File: src/rtl/decode_byte_aligner_pkg.sv
// decode_byte_aligner_pkg: shared sizes and byte-lane helpers for the decode byte queue
// Contents: queue geometry (LINE_BYTES, BUF_BYTES, CNT_W), the longest legal
// instruction length, and helpers to read or write one byte lane of the buffer.
package decode_byte_aligner_pkg;
  localparam int LINE_BYTES = 16;
  localparam int BUF_BYTES = 32;
  localparam int CNT_W = 6;
  localparam int MAX_INSN_BYTES = 15;
  localparam int BUF_W = BUF_BYTES * 8;

  function automatic logic [7:0] get_lane(input logic [BUF_W-1:0] d, input int i);
    return d[i*8 +: 8];
  endfunction

  function automatic logic [BUF_W-1:0] set_lane(input logic [BUF_W-1:0] d, input int i, input logic [7:0] b);
    logic [BUF_W-1:0] r;
    r = d;
    r[i*8 +: 8] = b;
    return r;
  endfunction
endpackage

File: src/rtl/decode_byte_aligner_byte_shift.sv
// byte_shift_right: byte-granular barrel shifter with zero fill
// Ports: data_i  word to shift
//        amt_i   shift amount in bytes (0..31)
//        data_o  shifted word (toward byte 0, or away from it when LEFT=1)
module byte_shift_right #(
  parameter int W = 256,
  parameter bit LEFT = 1'b0
) (
  input  logic [W-1:0] data_i,
  input  logic [4:0]   amt_i,
  output logic [W-1:0] data_o
);
  logic [7:0] bits;
  assign bits = {amt_i, 3'b000};
  assign data_o = LEFT ? data_i << bits : data_i >> bits;
endmodule

File: src/rtl/decode_byte_aligner.sv
// decode_byte_aligner: 32-byte queue aligning fetched bytes into a 16-byte decode window
// Ports: clk, reset (async, active-high)
//        flush                              discard all buffered bytes
//        fetch_data/fetch_valid/fetch_ready 16-byte fetch line in
//        window/window_bytes                byte-0-aligned view of the queue head
//        consume_valid/consume_bytes        bytes retired by decode
//        overrun                            sticky: decode retired more than was valid
module decode_byte_aligner
  import decode_byte_aligner_pkg::*;
(
  input  logic         clk,
  input  logic         reset,
  input  logic         flush,
  input  logic [127:0] fetch_data,
  input  logic         fetch_valid,
  output logic         fetch_ready,
  output logic [127:0] window,
  output logic [4:0]   window_bytes,
  input  logic         consume_valid,
  input  logic [4:0]   consume_bytes,
  output logic         overrun
);
  logic [CNT_W-1:0] count_q, count_d, rem;
  logic [BUF_W-1:0] buf_q, buf_d, shifted, placed;
  logic overrun_q, overrun_d;
  logic accept, over;
  logic [4:0] req, c;

  assign fetch_ready = count_q <= CNT_W'(BUF_BYTES - LINE_BYTES);
  assign accept = fetch_valid & fetch_ready;
  assign req = consume_valid ? consume_bytes : 5'd0;
  assign over = req > 5'd16 || {1'b0, req} > count_q;
  // An illegal or excessive consume retires everything visible, i.e. min(count,16).
  assign c = over ? window_bytes : req;
  assign rem = count_q - {1'b0, c};

  byte_shift_right #(.W(BUF_W), .LEFT(1'b0)) u_consume (
    .data_i(buf_q),
    .amt_i (c),
    .data_o(shifted)
  );

  // rem is at most 16 whenever a line is accepted, so its low 5 bits are the full offset.
  byte_shift_right #(.W(BUF_W), .LEFT(1'b1)) u_place (
    .data_i({{(BUF_W-128){1'b0}}, fetch_data}),
    .amt_i (rem[4:0]),
    .data_o(placed)
  );

  // Bytes beyond count stay zero: the consume shift zero-fills and the line lands exactly at rem.
  assign buf_d = flush ? '0 : shifted | (accept ? placed : '0);
  assign count_d = flush ? '0 : rem + (accept ? CNT_W'(LINE_BYTES) : CNT_W'(0));
  assign overrun_d = overrun_q | (~flush & over);

  always_ff @(posedge clk or posedge reset) begin
    if (reset) begin
      count_q <= '0;
      buf_q <= '0;
      overrun_q <= 1'b0;
    end else begin
      count_q <= count_d;
      buf_q <= buf_d;
      overrun_q <= overrun_d;
    end
  end

  for (genvar k = 0; k < LINE_BYTES; k++) begin : g_win
    assign window[k*8 +: 8] = CNT_W'(k) < count_q ? get_lane(buf_q, k) : 8'h00;
  end

  assign window_bytes = count_q >= CNT_W'(LINE_BYTES) ? 5'd16 : count_q[4:0];
  assign overrun = overrun_q;
endmodule

File: config.mk
export PLATFORM = sky130hd
export DESIGN_NAME = decode_byte_aligner
export DESIGN_NICKNAME = d
export VERILOG_FILES = /design/src/rtl/decode_byte_aligner_pkg.sv /design/src/rtl/decode_byte_aligner_byte_shift.sv /design/src/rtl/decode_byte_aligner.sv
export SDC_FILE = /design/constraint.sdc
export NUM_CORES = 2
export LEC_CHECK = 0
export BUFFER_PORTS_ARGS = -buffer_cell sky130_fd_sc_hd__buf_2
export CORE_MARGIN = 2
export CORE_UTILIZATION = 30
export DETAILED_ROUTE_END_ITERATION = 16
export HOLD_SLACK_MARGIN = 0.12
export PLACE_DENSITY = 0.52
export SLEW_MARGIN = 20
export SYNTH_ARGS = -nofsm -noshare
export SYNTH_HDL_FRONTEND = slang
export SYNTH_SLANG_ARGS = --single-unit
File: constraint.sdc
create_clock -name clk -period 11.1 [get_ports clk]
set_input_delay 1.11 -clock clk [delete_from_list [all_inputs] [get_ports clk]]
set_output_delay 1.11 -clock clk [all_outputs]
set_load 0.02 [all_outputs]
* Yosys cells after proc, flatten, opt, wreduce, memory -nomap -nowiden *
Cells that the tools add are included.

operators by class
  equality and inequality tests = 0
  multiplexer cells = 23
  order comparisons = 20
  div/mod/pow operators = 0
  $mul = 0
  shift-type cells = 2
  reductions and logical operators = 1
  bitwise gates (word level) = 5
  add/sub/neg operators = 2

operators by type and width
  cell                                                                              count
  256-bit two-way mux                                                               2
  256-bit OR                                                                        1
  128-bit by 8-bit << shifter with 256-bit output                                   1
  256-bit by 8-bit right shift with 256-bit output                                  1
  8-bit two-way mux                                                                 16
  4-bit by 6-bit < comparator with 1-bit output, first input constant               8
  3-bit by 6-bit < comparator with 1-bit output, first input constant               4
  5-bit two-way mux                                                                 4
  1-bit by 6-bit < comparator with 1-bit output, first input constant               2
  2-bit by 6-bit < comparator with 1-bit output, first input constant               2
  6-bit by 5-bit adder with 6-bit output                                            1
  6-bit by 5-bit >= comparator with 1-bit output, second input constant             1
  5-bit by 6-bit > comparator with 1-bit output                                     1
  6-bit by 5-bit less-or-equal comparator with 1-bit output, second input constant  1
  6-bit two-way mux                                                                 1
  6-bit by 5-bit subtractor with 6-bit output                                       1
  5-bit > comparator, second input constant                                         1
  1-bit bitwise AND                                                                 2
  1-bit logical OR                                                                  1
  1-bit inverter                                                                    1
  1-bit OR                                                                          1

storage, ports and cells
  bits in latches = 0
  input port bits = 138
  word-level logic and storage cells = 56
  memories = 0
  output and inout port bits = 135
  ROM bits = 0
  bits in registers = 263
  memory bits (writable) = 0

* Longest topological paths before layout *
  depth after elaboration = 9
  depth in mapped cells = 31
  depth with buffers taken out = 24

* By module *
Synthesis repeated with hierarchy kept, for this count alone.

second synthesis, totals
  cell total of the unflattened synthesis = 4002
  area, all modules = 38230.4 sq um

modules (own cells, without submodules)
  module                         area each (sq um)  cells each  times used  sequential area each (sq um)
  byte_shift_right at u_consume  14451.4            1567        1           0.0
  byte_shift_right at u_place    13038.8            1369        1           0.0
  decode_byte_aligner            10740.3            1066        1           6581.3

* Worst setup path before layout *
OpenSTA, ideal clock, no wires.

  path kind = input to register
  from = input port consume_valid
  to = register buf_q[74]
  path slack = 4.201 ns
  required time = 10.968 ns
  arrival = 6.767 ns
  stages on the path = 25
  library setup time = 0.132 ns
  buffers on the path = 9
  path through = buf_4 > and2_1 > clkbuf_1 > ha_1 > nand2_1 > o41ai_4 > o21ai_2 > nor3_2 > nor2_2 > clkinv_1 > buf_2 > buf_1 > buf_1 > ha_1 > inv_1 > ha_1 > clkbuf_1 > clkbuf_1 > buf_1 > clkbuf_1 > mux4_2 > mux2i_1 > mux2i_1 > a211oi_1 > nor2_1

between the ends
  word-level cells in the longest chain between the ends = 9
  elaborated cells on any way between the ends = 11
  classes of those cells = add/sub (1); order compare (2); shift (2); mux (4); bitwise (1); reduce/logical (1)

ends and longest elaborated chain
  item                                                                                        line                                  text
  start, declared                                                                             decode_byte_aligner.sv:19             input logic consume_valid,
  5-bit two-way mux *                                                                         decode_byte_aligner.sv:31             assign req = consume_valid ? consume_bytes : 5'd0;
  5-bit by 6-bit > comparator with 1-bit output / 5-bit > comparator (equally long branches)  decode_byte_aligner.sv:32             assign over = req > 5'd16 || {1'b0, req} > count_q;
  1-bit logical OR                                                                            decode_byte_aligner.sv:32
  5-bit two-way mux *                                                                         decode_byte_aligner.sv:34             assign c = over ? window_bytes : req;
  6-bit by 5-bit subtractor with 6-bit output                                                 decode_byte_aligner.sv:35             assign rem = count_q - {1'b0, c};
  128-bit by 8-bit << shifter with 256-bit output                                             decode_byte_aligner_byte_shift.sv:15  assign data_o = LEFT ? data_i << bits : data_i >> bits;
  256-bit two-way mux                                                                         decode_byte_aligner.sv:51             assign buf_d = flush ? '0 : shifted | (accept ? placed : '0);
  256-bit OR *                                                                                decode_byte_aligner.sv:51
  256-bit two-way mux *                                                                       decode_byte_aligner.sv:51
  via buf_d[74]                                                                               decode_byte_aligner.sv:24             logic [BUF_W-1:0] buf_q, buf_d, shifted, placed;
  end signal, assigned                                                                        decode_byte_aligner.sv:62             buf_q <= buf_d;
  end, declared                                                                               decode_byte_aligner.sv:24

The timed path passes the listed nets; every way through them passes the cells marked *.

* Final worst setup path *
  from = register count_q[1]
  to = register buf_q[45]

between the ends
  word-level cells in the longest chain between the ends = 8
  elaborated cells on any way between the ends = 13
  classes of those cells = add/sub (1); order compare (3); shift (2); mux (4); bitwise (2); reduce/logical (1)

ends and longest elaborated chain
  item                                                                                                                    line                                                  text
  start, declared                                                                                                         decode_byte_aligner.sv:23                             logic [CNT_W-1:0] count_q, count_d, rem;
  start signal, assigned                                                                                                  decode_byte_aligner.sv:61                             count_q <= count_d;
  6-bit by 5-bit >= comparator with 1-bit output / 5-bit by 6-bit > comparator with 1-bit output (equally long branches)  decode_byte_aligner.sv:71, decode_byte_aligner.sv:32
  5-bit two-way mux / 1-bit logical OR (equally long branches)                                                            decode_byte_aligner.sv:71, decode_byte_aligner.sv:32
  5-bit two-way mux                                                                                                       decode_byte_aligner.sv:34
  6-bit by 5-bit subtractor with 6-bit output                                                                             decode_byte_aligner.sv:35
  128-bit by 8-bit << shifter with 256-bit output                                                                         decode_byte_aligner_byte_shift.sv:15
  256-bit two-way mux                                                                                                     decode_byte_aligner.sv:51
  256-bit OR *                                                                                                            decode_byte_aligner.sv:51
  256-bit two-way mux *                                                                                                   decode_byte_aligner.sv:51
  via buf_d[45]                                                                                                           decode_byte_aligner.sv:24

Marks and branches as above.

==> results.json <==
{
  "status": "finished, final reports clean",
  "first_global_vias": 31804,
  "setup_viol_count_final": 0,
  "end_kind": "flip-flop",
  "crit_arrival_ns": 8.38,
  "maxCapViolCount": 0,
  "ios": 273,
  "dp_hpwl_um": 136700,
  "core_um2": 100300,
  "fillers": 10650,
  "fmax_mhz": 127.3,
  "final_core_util": 0.3391,
  "dr.pass1.iters": 9,
  "clockBufferDepth": 3,
  "rsz0062_at_grt": "false",
  "syn_nets": 3834,
  "grt_max_degree": 137,
  "drive_above_1_share": 0.2050,
  "post-route-min-period_ns": 7.853,
  "tightest_slew_ns": 1.273,
  "path_cells": "buf_4 > clkinv_1 > ha_1 > nand2_1 > o41ai_4 > o21a_1 > a21oi_1 > nor2_4 > inv_4 > ha_4 > inv_1 > ha_4 > nor2b_1 > o21ai_0 > o21ai_0 > nor3_1 > o21ai_0 > a21oi_1 > o21a_2 > buf_4 > nand2_1 > buf_4 > nor3_1 > a221o_1",
  "postPlaceCellArea_um2": 32840,
  "die_h_um": 322.6,
  "worstSetupStartpointType": "flip-flop",
  "slew_headroom": 0.1487,
  "rr_endpoint": "buf_q[45]",
  "cp.required_ns": 11.63,
  "multiInputGateArea_um2": 22190,
  "ys_seq_elements": 263,
  "fin_hold_ws_ns": 0.4755,
  "cts_setup_buffers": 0,
  "h-tree-depth": 2,
  "antenna_found_initial": 13,
  "place_congestion": 1.029,
  "r2r-start": "count_q[1]",
  "clkTransAtPathRegs_ns": 0.06,
  "fin_worst_skew_ns": 0.03580,
  "tns_ns": 0,
  "antenna_left": 0,
  "grt_pass1_wl_um": 260100,
  "cts_root_buffer": "clkbuf_16",
  "hp-class": "flip-flop to flip-flop",
  "crit_start": "count_q[1]",
  "register_area_um2": 6581,
  "grt_usage": 0.3479,
  "cts_tree": "done",
  "setup.worst_path.end": "buf_q[45]",
  "pre_cts_slack_ns": 3.384,
  "crit_type": "flip-flop to flip-flop",
  "start_util": 0.3036,
  "timing.final.crit_share": 0.7075,
  "worst_slack_ns": 3.247,
  "die_w_um": 322.6,
  "worstPathMaxFanout": 40,
  "netlist-cell-type-count": 88,
  "totalWireLength_um": 187000,
  "cts_resized": 0,
  "worst_path_max_delay_cell": "nor3_1",
  "nNetsFinal": 3878,
  "dieArea_um2": 104100,
  "netlist_area_um2": 30450,
  "rrSetupSlack_ns": 3.25,
  "synth_edf_count": 0,
  "async_flop_share": 1.000,
  "max-vdd-ir-drop_mv": 0.3636,
  "whs_path_depth": 1,
  "cts_hold_buf": 0,
  "avgSynthCellArea_um2": 8.257,
  "num_vias": 34577,
  "wl_per_cell_um": 36.54,
  "reg2reg_depth": 24,
  "floorplan.rows": 116,
  "syn2layout_area_growth_pct": 11.69,
  "finalHoldViolations": 0,
  "ys_dominant_reg_cell": "dfrtp_1",
  "leakage_nw": 14.56,
  "clk_latency_ns": 0.61,
  "design_area_um2": 34010,
  "overflow": 0,
  "io_buffers": 272,
  "powerDensity_nw_per_um2": 399.4,
  "yosysWarnings": 0,
  "drt-vias-per-instance": 6.756,
  "cts_buffers": 35,
  "slowest_delay_ns": 0.78,
  "report.final.slew_viol_count": 0,
  "initialDrtViolationCount": 5962,
  "clkSinkCount": 263,
  "synth_cells": 3688,
  "yosysSeqAreaShare": 0.2161,
  "drc_errors": 0
}
-- area by class of cell --
cell class	count	area share
Clock inverter	7	0.002207
Multi-Input combinational cell	3024	0.6524
Inverter	25	0.003127
Clock buffer	54	0.03171
Timing Repair Buffer	383	0.06674
Sequential cell	263	0.1935
Tap cell	1357	0.04992
Antenna cell	5	0.0003679
-- per-stage QoR --
step                cells  power (mW)
finish               5118       13.58
CTS                  5112       12.90
floorplan            3688       7.861
global placement     5051       11.72
global route         5114       13.86
detailed placement   5051       11.67
-- metal layers --
metal,wire [µm],GRT usage
met5,208,0
met4,7093,0.1047
met3,32350,0.1904
met2,69270,0.4476
met1,78090,0.4854
-- kinds of logic after synthesis --
| logic type | share of synthesized area |
|---|---|
| XOR/XNOR | 0.001151 |
| buffers and inverters | 0.06180 |
| flip-flops | 0.2161 |
| AND/OR/NAND/NOR | 0.1818 |
| adder cells (fa/ha/maj) | 0.003287 |
| AO/OA/AOI/OAI | 0.2800 |
| multiplexers | 0.2559 |
-- worst min-delay path by stage --
stage	startpoint	endpoint
floorplan	buf_q[254]	buf_q[254]
global placement	overrun	overrun
detailed placement	overrun	overrun
CTS	overrun	overrun
global route	overrun	overrun
finish	overrun	overrun
-- cell usage after synthesis (43+ instances only) --
master,count,area (µm²)
nand2_1,502,1884
nor2b_1,73,456.7
dfrtp_1,263,6581
mux4_2,135,3040
a31oi_1,65,406.6
a21oi_1,217,1086
o211ai_1,92,690.7
o21ai_0,247,1236
a221oi_1,43,376.6
nor2_1,195,732.0
nand3_1,161,805.8
a22oi_1,70,525.5
and3_1,52,325.3
buf_2,115,575.6
o22ai_1,45,281.5
a211oi_1,62,465.5
mux2i_1,352,3523
clkbuf_1,188,705.7
o221ai_1,52,455.4
mux2_2,108,1216
and2_1,93,581.8
-- worst max-delay path: cells and delay by family, from the launching register on --
kind                     cells  cell delay (ns)
AO/OA/AOI/OAI                9             2.57
AND/OR/NAND/NOR              6             1.99
buffers and inverters        6             1.92
adder cells (fa/ha/maj)      3             0.94
flip-flops                   1             0.32
-- cells in the final DEF, fill, tap and decap left out, types with 23 or more instances in the layout --
cell | netlist | routed
a211o_1 | 23 | 23
a211oi_1 | 62 | 62
a21o_1 | 25 | 25
a21oi_1 | 217 | 217
a221o_1 | 30 | 30
a221oi_1 | 43 | 43
a22oi_1 | 70 | 70
a31oi_1 | 65 | 65
a32oi_1 | 33 | 33
and2_1 | 93 | 93
and3_1 | 52 | 52
buf_2 | 115 | 271
buf_4 | 28 | 105
clkbuf_16 | 0 | 36
dfrtp_1 | 263 | 263
mux2_2 | 108 | 108
mux2i_1 | 352 | 352
mux4_2 | 135 | 135
nand2_1 | 502 | 498
nand3_1 | 161 | 160
nor2_1 | 195 | 188
nor2b_1 | 73 | 73
nor3_1 | 40 | 39
o211ai_1 | 92 | 92
o21ai_0 | 247 | 246
o221ai_1 | 52 | 52
o22ai_1 | 45 | 45
-- power by group --
group,leakage (nW),switching (mW),internal (mW)
logic,10.4,7.52,3.16
clock network,0.572,0.525,0.692
registers,3.56,0.449,1.24
total,14.6,8.49,5.09
-- state kept, by name, summed over array words and instances (netlist names) --
name,count
buf_q,256
count_q,6
overrun,1
No activity file was read; power rests on OpenSTA's default activity.
